$ cat config.mk
export PLATFORM = sky130hd
export DESIGN_NAME = btn_debouncer
export DESIGN_NICKNAME = d
export VERILOG_FILES = /design/src/rtl/btn_debouncer_pkg.sv /design/src/rtl/btn_debouncer_cell.sv /design/src/rtl/btn_debouncer.sv
export SDC_FILE = /design/constraint.sdc
export NUM_CORES = 1
export LEC_CHECK = 0
export ABC_AREA = 1
export CORE_ASPECT_RATIO = 1.75
export CORE_MARGIN = 2
export CORE_UTILIZATION = 59
export DETAILED_ROUTE_END_ITERATION = 10
export GPL_TIMING_DRIVEN = 0
export PLACE_DENSITY = 0.82
export SLEW_MARGIN = 15
export SYNTH_ARGS = -nofsm -noshare
export SYNTH_HDL_FRONTEND = slang
export SYNTH_HIERARCHICAL = 1
export SYNTH_SLANG_ARGS = --single-unit
$ cat constraint.sdc
create_clock -name clk -period 3.9 [get_ports clk]
set_input_delay 1.17 -clock clk [delete_from_list [all_inputs] [get_ports clk]]
set_output_delay 1.17 -clock clk [all_outputs]
set_load 0.005 [all_outputs]
$ cat src/rtl/btn_debouncer_pkg.sv
// Shared button-path definitions: channel count, default debounce window,
// and the per-channel confirmation state type.
package btn_debouncer_pkg;

    localparam int unsigned BTN_COUNT               = 4;
    localparam int unsigned DEFAULT_DEBOUNCE_CYCLES = 500000;

    typedef enum logic {
        IDLE,
        CONFIRM
    } cell_state_t;

endpackage

$ cat src/rtl/btn_debouncer_cell.sv
// Single-channel debouncer: 2-flop synchroniser, stability counter,
// accepted level register and registered press/release pulses.
module debounce_cell
    import btn_debouncer_pkg::*;
#(
    parameter int unsigned DEBOUNCE_CYCLES = DEFAULT_DEBOUNCE_CYCLES
) (
    input  logic clk,
    input  logic rst_n,
    input  logic raw,
    output logic clean,
    output logic rise,
    output logic fall
);

    localparam int unsigned     CNT_W    = $clog2(DEBOUNCE_CYCLES);
    localparam logic [CNT_W-1:0] CNT_LAST = CNT_W'(DEBOUNCE_CYCLES - 1);

    logic             s1;
    logic             s2;
    logic             stable;
    logic             rise_q;
    logic             fall_q;
    logic [CNT_W-1:0] cnt;

    logic             stable_nxt;
    logic             rise_nxt;
    logic             fall_nxt;
    logic [CNT_W-1:0] cnt_nxt;
    cell_state_t      state;

    always_ff @(posedge clk or negedge rst_n) begin
        if (!rst_n) begin
            s1     <= 1'b0;
            s2     <= 1'b0;
            stable <= 1'b0;
            cnt    <= '0;
            rise_q <= 1'b0;
            fall_q <= 1'b0;
        end else begin
            s1     <= raw;
            s2     <= s1;
            stable <= stable_nxt;
            cnt    <= cnt_nxt;
            rise_q <= rise_nxt;
            fall_q <= fall_nxt;
        end
    end

    // The counter doubles as the state: any agreeing cycle discards progress.
    always_comb begin
        state      = (s2 != stable) ? CONFIRM : IDLE;
        stable_nxt = stable;
        cnt_nxt    = '0;
        rise_nxt   = 1'b0;
        fall_nxt   = 1'b0;
        unique case (state)
            IDLE: begin
                cnt_nxt = '0;
            end
            CONFIRM: begin
                if (cnt == CNT_LAST) begin
                    stable_nxt = s2;
                    rise_nxt   = s2;
                    fall_nxt   = ~s2;
                end else begin
                    cnt_nxt = cnt + CNT_W'(1);
                end
            end
        endcase
    end

    always_comb begin
        clean = stable;
        rise  = rise_q;
        fall  = fall_q;
    end

endmodule

$ cat src/rtl/btn_debouncer.sv
// Push-button front end: one independent debounce_cell per button,
// bundled into clean-level and press/release pulse vectors.
module btn_debouncer
    import btn_debouncer_pkg::*;
#(
    parameter int unsigned N_BTNS          = BTN_COUNT,
    parameter int unsigned DEBOUNCE_CYCLES = DEFAULT_DEBOUNCE_CYCLES
) (
    input  logic              clk,
    input  logic              rst_n,
    input  logic [N_BTNS-1:0] btns_raw,
    output logic [N_BTNS-1:0] btns_clean,
    output logic [N_BTNS-1:0] btns_rise,
    output logic [N_BTNS-1:0] btns_fall
);

    for (genvar i = 0; i < N_BTNS; i++) begin : g_cell
        debounce_cell #(
            .DEBOUNCE_CYCLES(DEBOUNCE_CYCLES)
        ) u_cell (
            .clk  (clk),
            .rst_n(rst_n),
            .raw  (btns_raw[i]),
            .clean(btns_clean[i]),
            .rise (btns_rise[i]),
            .fall (btns_fall[i])
        );
    end

endmodule

==> results of run 1 <==
[final timing paths]
check	cells after the start	slack, ns	end
min reg2reg	0	0.35	g_cell[3].u_cell/s2
max in group asynchronous	2	2.47	g_cell[0].u_cell/cnt[17]
min in group asynchronous	1	0.79	g_cell[1].u_cell/cnt[17]
max reg2reg	8	2.37	g_cell[3].u_cell/cnt[18]
max	1	1.45	btns_clean[2]
min	0	0.35	g_cell[3].u_cell/s2
[power groups by stage]
| stage | Clock, mW | Sequential, mW | Combinational (mW) |
|---|---|---|---|
| 2_1_floorplan | 0 | 1.04 | 0.0350 |
| 3_3_place_gp | 0 | 1.04 | 0.0662 |
| 3_5_place_dp | 0 | 1.04 | 0.0725 |
| 4_1_cts | 0.912 | 1.02 | 0.0728 |
| 5_1_grt | 0.952 | 1.02 | 0.0811 |
| 6_report | 0.891 | 1.02 | 0.0702 |
[layout make-up]
| class | count | area, um2 | area share, % |
|---|---|---|---|
| clock buffers | 11 | 253 | 4.50 |
| clock inverters | 4 | 53.8 | 0.958 |
| multi-input cells | 440 | 2300 | 40.9 |
| well taps | 92 | 115 | 2.05 |
| inverters | 80 | 300 | 5.35 |
| flip-flops and latches | 96 | 2400 | 42.8 |
| repair buffers | 18 | 195 | 3.48 |
[synth_stat cells (all sizes together)]
cell type	instances
a21oi	16
dfrtp	96
ha	4
inv	80
nand2	112
nand3	52
nand4	8
nor2	172
nor3	16
nor3b	8
o21ai	16
xnor2	12
xor2	24
[registers in the layout (all words and copies together) (netlist names)]
| register | count |
|---|---|
| g_cell.u_cell/s1 | 4 |
| g_cell.u_cell/fall | 4 |
| g_cell.u_cell/clean | 4 |
| g_cell.u_cell/rise | 4 |
| g_cell.u_cell/cnt | 76 |
| g_cell.u_cell/s2 | 4 |
[metrics by stage]
stage | instance area, um2 | instances | total power [mW]
5_1_grt | 5620 | 741 | 2.05
3_5_place_dp | 5310 | 726 | 1.11
2_1_floorplan | 5000 | 616 | 1.07
6_report | 5620 | 741 | 1.98
4_1_cts | 5620 | 741 | 2.00
3_3_place_gp | 5290 | 725 | 1.10
[layer usage]
| metal | global-route usage, % | share of wire (%) | up-vias |
|---|---|---|---|
| met5 | 0 | 0 | - |
| met4 | 12.8 | 4.0 | 0 |
| met3 | 4.80 | 2.2 | 37 |
| met2 | 42.0 | 55 | 75 |
| met1 | 26.5 | 39 | 1934 |
| li1 | - | - | 1982 |
[kinds of logic (layout without fill, tap and decap cells)]
family                     after synthesis  after routing  share of synthesized area [%]
xor gates and xnor gates                36             36                           6.31
and+or+nand+nor                        368            368                           35.1
AOI/OAI and AO/OA                       32             32                           3.50
DFF                                     96             96                           48.0
buffers and inverters                   80            113                           6.01
adders and majority gates                4              4                           1.00
==> results.yml, run 1 <==
timing:
  post-route-min-period_ns: 2.45
  timing.setup.tns_ns: 0
  max_slew_margin_pct: 64.7
  fin_hold_ws_ns: 0.354
  setup_viol_count_final: 0
  setup_slack_ns: 1.45
  timing.final.crit_share_pct: 62.8
  worst_slew_pin_slew_ns: 0.529
  fin_worst_skew_ns: 0.0101
  hold_viol: 0
  fmax_ghz: 0.408
  rsz0062_at_grt: "no"
  slew_viol_final: 0
logic_synthesis:
  netlist_top_cells_area: "dfrtp_1, nor2_1, nand2_1, inv_1, nand3_1"
  ys_warn_count: 6
  ys_seq_area_share_pct: 48.0
  syn_inst: 616
  yosys.area.top_type: "dfrtp_1"
  avgSynthCellArea_um2: 8.12
  synth_nets: 626
  yosysUniqueCellTypes: 22
  synth_seq_cells: 96
  syn-cell-area_um2: 5000
  synth.top_cell.area_share_pct: 48.0
floorplanning:
  die_h_um: 126
  coreArea_um2: 8260
  io-pin-count: 18
  dieArea_um2: 9260
  rows: 44
  die_w_um: 73.6
  initial_core_util_pct: 60.5
layout:
  diodes: 0
  syn_to_final_growth_pct: 12.3
  drive_gt1_share_pct: 13.7
  final_cell_mix: "nor2_1, nand2_1, dfrtp_1, inv_1, nand3_1"
  fill_cells: 668
  post-route-util_pct: 68.0
  num-nets-final: 655
  layout_commonest_cell: "nor2_1"
critical_path:
  slowest_stage: "clkdlybuf4s50_1"
  crit_buf_inv: 1
  cp-startpoint: "g_cell[2].u_cell/clean"
  endpoint_kind: "output port"
  required_ns: 2.73
  start_kind: "register"
  critical_path_class: "register to output port"
  r2r_start: "g_cell[3].u_cell/cnt[0]"
  crit_arrival_ns: 1.28
  cpPeakStageDelay_ns: 0.53
  cp_max_fo: 4
  cp_cell_sequence: "clkdlybuf4s50_1"
  cp_top_family: "buffers and inverters"
worst_hold_path:
  holdCritStartpoint: "g_cell[3].u_cell/s1"
  hold_class: "register to register"
clock_network:
  cts_buffers: 9
  clk_pin_slew_ns: 0.06
  root_buffer: "clkbuf_16"
  cts_tree: "done"
  post-cts-setup-buffer-count: 0
  cts.repair.resized: 0
  cts_max_level: 3
  cts_hold_buf: 0
  clock-sinks: 96
  clk_latency_ns: 0.35
  cts.path.max_buffers: 2
drt:
  vias_per_cell: 5.44
  drt_iter0_markers: 264
  wl_mm: 9.97
  ant_nets: 0
  first_pass_iters: 5
  via_count: 4028
  wl_per_cell_um: 13.4
  drc_errors: 0
pwr:
  p_int_mw: 1.56
  p_seq_share_pct: 51.5
  swShare_pct: 21.3
  p_leak_nw: 2.43
  powerDensity_nw_per_um2: 353
  comb_power_share_pct: 3.5
  max-vdd-ir-drop_v: 0.000309
  p_clk_share_pct: 45.0
  p_sw_mw: 0.422
placed_design:
  dp_hpwl_mm: 7.44
  post-place-ws_ns: 1.80
  port-buffer-count: 17
  gp_congestion: 0.897
global_route:
  grt_usage_pct: 24.1
  grt_pass1_vias: 4145
  grt_pass1_wl_mm: 17.5
  grt_max_degree: 60
  antenna_found_initial: 0
  grt_remaining_overflow: 0
outcome:
  status: "finished, final reports clean"
run:
  maxCapViolations: 0
Power figures use the tool's default switching activity.
==> run 2, diff against run 1 <==
==> constraint.sdc (replaced) <==
create_clock -name clk -period 2.45 [get_ports clk]
set_input_delay 0.735 -clock clk [delete_from_list [all_inputs] [get_ports clk]]
set_output_delay 0.735 -clock clk [all_outputs]
set_load 0.005 [all_outputs]
==> results of run 2 <==
The final DEF is identical to that of run 1. Status: finished, final reports clean.
Main changes from that run: setup slack after placement 1.80 ns -> 0.784 ns; setup slack after layout 1.45 ns -> 0.434 ns; register-to-register setup slack 2.37 ns -> 0.92 ns; total power 1.98 mW -> 3.15 mW; worst IR drop on VDD 0.000309 V -> 0.000492 V
